### src/rtl/decode_stage.sv
// decode_stage: registered RV32I(+M) decoder feeding a DEPTH-entry packet FIFO
// with valid/ready on both sides and a pipeline flush.
module decode_stage #(
  parameter int unsigned XLEN     = 32,
  parameter int unsigned PC_W     = 9,
  parameter int unsigned DEPTH    = 2,
  parameter int unsigned ENABLE_M = 0
) (
  input  logic            clk,
  input  logic            reset,
  input  logic            flush,
  input  logic [XLEN-1:0] instruction,
  input  logic [PC_W-1:0] i_pc,
  input  logic            i_valid,
  output logic            o_ready,
  output logic            o_valid,
  input  logic            i_ready,
  output logic [PC_W-1:0] o_pc,
  output logic [4:0]      rs1,
  output logic [4:0]      rs2,
  output logic [4:0]      rd,
  output logic            ALUsrc,
  output logic            Branch,
  output logic            Memread,
  output logic            Memwrite,
  output logic            Regwrite,
  output logic [XLEN-1:0] immediate,
  output logic [3:0]      ALUOp,
  output logic [1:0]      FUtype,
  output logic            illegal
);

  localparam int unsigned AW = (DEPTH > 1) ? $clog2(DEPTH) : 1;
  localparam int unsigned CW = $clog2(DEPTH + 1);
  localparam logic [XLEN-1:0] NOP = 32'h0000_0013;

  typedef enum logic [6:0] {
    OP_LOAD   = 7'b0000011,
    OP_IMM    = 7'b0010011,
    OP_AUIPC  = 7'b0010111,
    OP_STORE  = 7'b0100011,
    OP_R      = 7'b0110011,
    OP_LUI    = 7'b0110111,
    OP_BRANCH = 7'b1100011,
    OP_JALR   = 7'b1100111,
    OP_JAL    = 7'b1101111
  } opcode_e;

  typedef enum logic [3:0] {
    ALU_ADD   = 4'b0000,
    ALU_SUB   = 4'b0001,
    ALU_SLL   = 4'b0010,
    ALU_SLT   = 4'b0011,
    ALU_XOR   = 4'b0100,
    ALU_SRL   = 4'b0101,
    ALU_OR    = 4'b0110,
    ALU_AND   = 4'b0111,
    ALU_LUI   = 4'b1000,
    ALU_AUIPC = 4'b1001,
    ALU_SRA   = 4'b1010,
    ALU_SLTU  = 4'b1011
  } aluop_e;

  typedef struct packed {
    logic [PC_W-1:0] pc;
    logic [4:0]      rs1;
    logic [4:0]      rs2;
    logic [4:0]      rd;
    logic            alusrc;
    logic            branch;
    logic            memread;
    logic            memwrite;
    logic            regwrite;
    logic [XLEN-1:0] imm;
    logic [3:0]      aluop;
    logic [1:0]      futype;
    logic            illegal;
  } pkt_t;

  // Base ALU operation selected by funct3 (funct7 variants handled by caller)
  function automatic aluop_e alu_f3(input logic [2:0] f3);
    case (f3)
      3'b000:  return ALU_ADD;
      3'b001:  return ALU_SLL;
      3'b010:  return ALU_SLT;
      3'b011:  return ALU_SLTU;
      3'b100:  return ALU_XOR;
      3'b101:  return ALU_SRL;
      3'b110:  return ALU_OR;
      default: return ALU_AND;
    endcase
  endfunction

  opcode_e     opc;
  logic [2:0]  f3;
  logic [6:0]  f7;
  logic [XLEN-1:0] imm_dec;
  pkt_t        dec;
  logic        bad;

  assign opc = opcode_e'(instruction[6:0]);
  assign f3  = instruction[14:12];
  assign f7  = instruction[31:25];

  // Immediate generation by instruction format
  always_comb begin
    imm_dec = '0;
    case (opc)
      OP_LOAD, OP_IMM, OP_JALR:
        imm_dec = {{20{instruction[31]}}, instruction[31:20]};
      OP_STORE:
        imm_dec = {{20{instruction[31]}}, instruction[31:25], instruction[11:7]};
      OP_BRANCH:
        imm_dec = {{19{instruction[31]}}, instruction[31], instruction[7],
                   instruction[30:25], instruction[11:8], 1'b0};
      OP_LUI, OP_AUIPC:
        imm_dec = {instruction[31:12], 12'b0};
      OP_JAL:
        imm_dec = {{11{instruction[31]}}, instruction[31], instruction[19:12],
                   instruction[20], instruction[30:21], 1'b0};
      default: imm_dec = '0;
    endcase
  end

  // Control decode; illegal encodings keep the PC and flag but drop side effects
  always_comb begin
    dec     = '0;
    dec.pc  = i_pc;
    dec.imm = imm_dec;
    bad     = 1'b0;
    case (opc)
      OP_R: begin
        dec.rs1      = instruction[19:15];
        dec.rs2      = instruction[24:20];
        dec.rd       = instruction[11:7];
        dec.regwrite = 1'b1;
        case (f7)
          7'b0000000: dec.aluop = alu_f3(f3);
          7'b0100000: begin
            if (f3 == 3'b000)      dec.aluop = ALU_SUB;
            else if (f3 == 3'b101) dec.aluop = ALU_SRA;
            else                   bad = 1'b1;
          end
          7'b0000001: begin
            if (ENABLE_M != 0) begin
              dec.futype = 2'b11;
              dec.aluop  = {1'b0, f3};
            end else begin
              bad = 1'b1;
            end
          end
          default: bad = 1'b1;
        endcase
      end
      OP_IMM: begin
        dec.rs1      = instruction[19:15];
        dec.rd       = instruction[11:7];
        dec.alusrc   = 1'b1;
        dec.regwrite = 1'b1;
        case (f3)
          3'b001: begin
            dec.aluop = ALU_SLL;
            bad       = (f7 != 7'b0000000);
          end
          3'b101: begin
            if (f7 == 7'b0000000)      dec.aluop = ALU_SRL;
            else if (f7 == 7'b0100000) dec.aluop = ALU_SRA;
            else                       bad = 1'b1;
          end
          default: dec.aluop = alu_f3(f3);
        endcase
      end
      OP_LOAD: begin
        dec.rs1      = instruction[19:15];
        dec.rd       = instruction[11:7];
        dec.futype   = 2'b10;
        dec.alusrc   = 1'b1;
        dec.memread  = 1'b1;
        dec.regwrite = 1'b1;
        dec.aluop    = {1'b0, f3};
        bad          = (f3 == 3'b011) || (f3 == 3'b110) || (f3 == 3'b111);
      end
      OP_STORE: begin
        dec.rs1      = instruction[19:15];
        dec.rs2      = instruction[24:20];
        dec.futype   = 2'b10;
        dec.alusrc   = 1'b1;
        dec.memwrite = 1'b1;
        dec.aluop    = {1'b0, f3};
        bad          = f3[2] || (f3 == 3'b011);
      end
      OP_BRANCH: begin
        dec.rs1    = instruction[19:15];
        dec.rs2    = instruction[24:20];
        dec.futype = 2'b01;
        dec.branch = 1'b1;
        dec.aluop  = {1'b0, f3};
        bad        = (f3[2:1] == 2'b01);
      end
      OP_LUI, OP_AUIPC: begin
        dec.rd       = instruction[11:7];
        dec.alusrc   = 1'b1;
        dec.regwrite = 1'b1;
        dec.aluop    = (opc == OP_LUI) ? ALU_LUI : ALU_AUIPC;
      end
      OP_JAL, OP_JALR: begin
        dec.rd       = instruction[11:7];
        dec.futype   = 2'b01;
        dec.branch   = 1'b1;
        dec.regwrite = 1'b1;
        dec.alusrc   = 1'b1;
        dec.aluop    = ALU_ADD;
        if (opc == OP_JALR) begin
          dec.rs1 = instruction[19:15];
          bad     = (f3 != 3'b000);
        end
      end
      default: bad = 1'b1;
    endcase
    if (bad) begin
      dec.illegal  = 1'b1;
      dec.regwrite = 1'b0;
      dec.memread  = 1'b0;
      dec.memwrite = 1'b0;
      dec.branch   = 1'b0;
      dec.rs1      = '0;
      dec.rs2      = '0;
      dec.rd       = '0;
    end
  end

  pkt_t          mem_q [DEPTH];
  logic [AW-1:0] wr_ptr_q, rd_ptr_q;
  logic [CW-1:0] count_q;
  logic          fire_in, fire_out, push;
  pkt_t          head;

  assign o_ready  = (count_q != CW'(DEPTH));
  assign o_valid  = (count_q != '0);
  assign fire_in  = i_valid && o_ready;
  assign fire_out = o_valid && i_ready;
  // A NOP consumes the handshake but is never stored
  assign push     = fire_in && (instruction != NOP);

  // FIFO storage, pointers and occupancy; flush drops everything held or arriving
  always_ff @(posedge clk) begin
    if (reset) begin
      wr_ptr_q <= '0;
      rd_ptr_q <= '0;
      count_q  <= '0;
      for (int unsigned i = 0; i < DEPTH; i++) mem_q[i] <= '0;
    end else if (flush) begin
      wr_ptr_q <= '0;
      rd_ptr_q <= '0;
      count_q  <= '0;
    end else begin
      if (push) begin
        mem_q[wr_ptr_q] <= dec;
        wr_ptr_q        <= wr_ptr_q + AW'(1);
      end
      if (fire_out) rd_ptr_q <= rd_ptr_q + AW'(1);
      case ({push, fire_out})
        2'b10:   count_q <= count_q + CW'(1);
        2'b01:   count_q <= count_q - CW'(1);
        default: count_q <= count_q;
      endcase
    end
  end

  assign head      = mem_q[rd_ptr_q];
  assign o_pc      = head.pc;
  assign rs1       = head.rs1;
  assign rs2       = head.rs2;
  assign rd        = head.rd;
  assign ALUsrc    = head.alusrc;
  assign Branch    = head.branch;
  assign Memread   = head.memread;
  assign Memwrite  = head.memwrite;
  assign Regwrite  = head.regwrite;
  assign immediate = head.imm;
  assign ALUOp     = head.aluop;
  assign FUtype    = head.futype;
  assign illegal   = head.illegal;

endmodule

### config.mk
export PLATFORM = sky130hd
export DESIGN_NAME = decode_stage
export DESIGN_NICKNAME = d
export VERILOG_FILES = /design/src/rtl/decode_stage.sv
export SDC_FILE = /design/constraint.sdc
export NUM_CORES = 1
export LEC_CHECK = 0
export BUFFER_PORTS_ARGS = -buffer_cell sky130_fd_sc_hd__buf_2
export CAP_MARGIN = 20
export CORE_ASPECT_RATIO = 1.2
export CORE_UTILIZATION = 45
export DETAILED_ROUTE_END_ITERATION = 10
export HOLD_SLACK_MARGIN = 0.1
export PLACE_DENSITY_LB_ADDON = 0.05
export SYNTH_ARGS = -nofsm -noshare
export SYNTH_HDL_FRONTEND = slang
export SYNTH_SLANG_ARGS = --single-unit
### constraint.sdc
create_clock -name clk -period 4.4 [get_ports clk]
set_input_delay 0.44 -clock clk [delete_from_list [all_inputs] [get_ports clk]]
set_output_delay 0.44 -clock clk [all_outputs]
set_load 0.02 [all_outputs]
# Word level (Yosys, flattened, before mapping)
# Memory sizes are Yosys's and may differ from the RTL's. A register that Yosys moved wholly into a read port is not among the register bits.
# Cells that the tools add are included.
# Widths: inputs -> output; s select.
op_classes:
  multipliers: 0
  addsub: 4
  n_reduce_logical: 24
  eq_ne: 22
  div: 0
  magnitude_cmp: 0
  shift: 0
  muxes: 44
  bitwise_logic: 0
op_table:
  columns: ["operator", "n"]
  rows:
  - ["$pmux 32 s5", 1]
  - ["$mux 68", 1]
  - ["$reduce_or 68->1", 1]
  - ["$ne 32x5->1 const B", 1]
  - ["$eq 7x6->1 const B", 4]
  - ["$pmux 4 s7", 1]
  - ["$mux 1", 22]
  - ["$eq 7x7->1 const B", 3]
  - ["$mux 4", 5]
  - ["$pmux 4 s5", 1]
  - ["$pmux 4 s2", 2]
  - ["$pmux 4 s4", 1]
  - ["$mux 15", 1]
  - ["$mux 5", 3]
  - ["$eq 7x5->1 const B", 2]
  - ["$reduce_or 7->1", 2]
  - ["$eq 3x3->1 const B", 4]
  - ["$reduce_or 3->1", 4]
  - ["$pmux 5 s2", 1]
  - ["$pmux 2 s2", 2]
  - ["$reduce_or 2->1", 4]
  - ["$eq 7x2->1 const B", 1]
  - ["$logic_not 7->1", 1]
  - ["$pmux 1 s7", 1]
  - ["16 further kinds", 25]
totals:
  out_inout_bits: 70
  latchBits: 0
  ramBits: 136
  input_bits: 46
  reg_bits: 4
  mem_count: 1
  romBits: 0
  elab_cells: 98
mem_list:
  columns: ["memory", "words", "width", "rd", "rd_clocked_by_memory_dff", "write_ports", "line_no", "source"]
  rows:
  - ["mem_q", 2, 68, 1, 1, 2, "232", "pkt_t mem_q [DEPTH];"]

# Longest topological paths before layout
depth:
  ltp_word: 9
  depth_mapped: 10
  mapped_depth_nobuf: 9

# Least setup slack after synthesis
# No wires, ideal clock.
synth_timing:
  path_kind: "input-to-reg"
  start: "input instruction[6]"
  end: "memory mem_q[0][0] (netlist name), enable pin"
  stages: 7
  required_ns: 3.674
  setup_ns: 0.726
  arrival_time_ns: 3.062
  n_path_buf: 2
  path_slack_ns: 0.612
  cell_sequence: "clkbuf_1 nand4bb_1 or4_1 nor4_4 or4b_1 buf_2 nand2b_1"
synth_rtl:
  columns: ["item", "line_no", "source"]
  rows:
  - ["from (decl)", "12", "input logic [XLEN-1:0] instruction,"]
  - ["to (decl)", "232", null]

==> summary.md <==
| Metric | Value |
|---|---|
| Run status | finished, final reports clean |
| Pin count of the biggest net entering global routing | 54 |
| NumNets Final | 712 |
| Number of diodes | 0 |
| Worst ir drop on vdd | 0.212 mV |
| Largest family of logic cells by synthesized area | simple AND/OR/NAND/NOR gates |
| CTS tree | yes |
| Drt pass-1 iters | 5 |
| Input/output buffers | 115 |
| Routability cong. | 0.878 |
| Startpoint Class | input port |
| Bufs on Longest Clock Path | 2 |
| Initial antenna violation count | 0 |
| Max-cap viol count | 0 |
| Cell Pwr Density | 409 nW/µm² |
| Final Hold Vio Count | 0 |
| IO Count | 116 |
| Fmax achieved | 331 MHz |
| M1 wire length | 7830 µm |
| Clock sink total | 141 |
| Top sig layer | met4 |
| H-tree depth | 4 |
| CTS buffer count | 17 |
| Vias in the first global route | 4887 |
| Share of layout cells above drive strength 1 | 0.344 |
| XOR/XNOR share of the synthesized area | 0.00637 |
| Setup bufs post-CTS | 0 |
| Synthesized area | 6870 µm² |
| Worst skew pair latency | 0.42 ns |
| Critical Path RT | 4.54 ns |
| Mux share of post-synthesis cell area | 0.111 |
| Synth Area in Compound Gates | 0.0657 |
| Total GRT Usage | 0.236 |
| Syn avg cell area | 12.2 µm² |
| Syn nets | 611 |
| Endpoint type of the worst setup path | flip-flop |
| Fraction of the mapped netlist area in simple logic gates | 0.177 |
| Core Rows | 49 |
| Main synth FF type | edfxtp_1 |
| Hold WS | 0.248 ns |
| Clock transition at the registers of the reported paths | 0.06 ns |
| Crit path max fanout | 38 |
| Area growth, synth to finish | 20.7% |
| Total global routing overflow | 0 |
| Synth warnings | 0 |
| Sequential area share after synthesis | 0.609 |
| DRC | 0 |
| Die Height | 137 µm |
| Ys async rst share | 0 |
| RSZ-0062 raised after global routing | no |
| Final setup violation count | 0 |
| Final min period | 3.02 ns |
| Total wire length | 17700 µm |
| Met3 wire len | 1080 µm |
| Cell count after synthesis | 564 |
| Final setup TNS | 0 ns |
| Die area | 15800 µm² |
| CTS root buf | clkbuf_16 |
| Max Transition Viols Final | 0 |
| Tcrit/Tclk final | 0.687 |
| Total power | 0.00339 W |
| Post-synth EDFFs | 136 |
| Antenna viol nets, final | 0 |
| FF-to-FF setup slack | 1.84 ns |
| Worst Path Arrival | 3.17 ns |
| Fraction of the mapped netlist area in adder cells | 0.00182 |
| Min-delay worst type | in -> reg |
| Worst Max-Slew Pin Slew | 0.881 ns |
| Core area | 15000 µm² |
| Post-Route Skew | 0.00939 ns |
| Met2 wire length | 8440 µm |
| Critical setup path kind | in -> reg |
| Drt first-iter violations | 288 |
| First-pass GRT wire length | 27200 µm |
| Die Wd | 115 µm |
| Detail Placement HPWL | 11600 µm |
| Vias post-DR | 4993 |
| Relative slew margins | 0.413 |
| Lkg Pwr | 3.09 nW |
| Synth cell types | 50 |
| Hold buffer count at cts | 0 |
| FF+latch count, synth | 141 |
| Effective utilization at floorplan | 0.459 |
| Vias per inst | 5.66 |
| Resized cells post-CTS | 0 |
| Routed wire per std cell | 20.1 µm |
-- worst max-delay path, cell delays in order --
cell      delay (ns)
buf_2           0.16
or4_1           0.62
or2_1           0.33
nor4_4          0.44
or3_1           0.23
nand2b_2        0.49
buf_12          0.40
-- cell usage in the layout, fill, tap and decap left out, types with 3 or more instances in the layout --
cell type   Yosys  layout
nor3b_1         5       5
and2_1         23      23
nor2_1         53      53
nand2_1        40      40
bufinv_16       0       5
a22oi_1         4       4
clkinv_2        0       3
clkbuf_16       0      17
clkinvlp_4      0       3
edfxtp_1      136     136
nor2b_1         4       4
mux2_2         68      68
a21oi_1        41      41
o21ai_0        12      12
buf_2          13     115
nand3_1         3       3
or4_1           4       4
nor4_1         41      41
buf_4           0       9
nor3_1         10      10
dfxtp_1         5       4
inv_1           5       5
and3_1         15      15
xnor2_1         4       4
or3_1           4       4
-- routing by layer --
metal | GRT usage | vias up
met5 | 0 | -
met4 | 0.0887 | 0
met1 | 0.312 | 2444
met3 | 0.0546 | 22
met2 | 0.379 | 176
li1 | - | 2351
-- synth_stat cells (all sizes together), types with 3 or more instances --
library cell | count | share of area
clkbuf | 27 | 0.015
dfxtp | 5 | 0.015
nor3 | 10 | 0.0073
or3 | 4 | 0.0036
a21oi | 41 | 0.030
edfxtp | 136 | 0.59
nor4 | 43 | 0.042
o21ai | 12 | 0.0087
and3 | 15 | 0.014
or4 | 4 | 0.0044
nor2 | 53 | 0.029
nor3b | 5 | 0.0055
inv | 5 | 0.0027
nor4b | 3 | 0.0038
mux2 | 68 | 0.11
buf | 17 | 0.012
nand2b | 4 | 0.0036
nor2b | 4 | 0.0036
nand2 | 40 | 0.022
a22oi | 4 | 0.0044
or2 | 3 | 0.0027
and2 | 23 | 0.021
nand3 | 3 | 0.0022
xnor2 | 4 | 0.0051
-- path summary, 6_finish.rpt --
kind                   startpoint           end  cells past startpoint
setup reg to reg       count_q[0]  mem_q[0][26]                      5
hold / removal              flush     flip-flop                      2
setup / recovery  instruction[31]  mem_q[1][20]                      7
hold reg to reg          wr_ptr_q      wr_ptr_q                      2
-- through the flow --
stage          instances  worst slack (ns)   util  area [µm²]
2_1_floorplan        564             0.612      -        6870
3_3_place_gp         850             0.941  0.511        7650
3_5_place_dp         850             0.936  0.511        7650
4_1_cts              882              1.37  0.555        8300
5_1_grt              882              1.23  0.555        8300
6_report             882              1.38  0.555        8300
-- area by class of cell --
cell class	count	area [µm²]
fill	1338	6660
sequential	141	4190
multi-input combinational	374	2510
timing repair buffer	126	683
clock buffer	17	425
tap	204	255
clock inverter	15	220
inverter	5	18.8
-- where the power goes --
part | switching [W] | internal, W
Sequential | 0.0000149 | 0.00153
Combinational | 0.000196 | 0.0000994
Clock | 0.000554 | 0.00100
-- registers in the layout, indices dropped and copies added (netlist names), named ones only --
register	count
count_q	2
mem_q	136
rd_ptr_q	1
wr_ptr_q	1
-- cells by family after synthesis --
kind of cell	count (synthesis)
compound gates	76
xor+xnor	5
fa+ha+maj	1
buf+inv	49
flops	141
mux	68
simple gates	224
(Power assumes the default switching activity.)
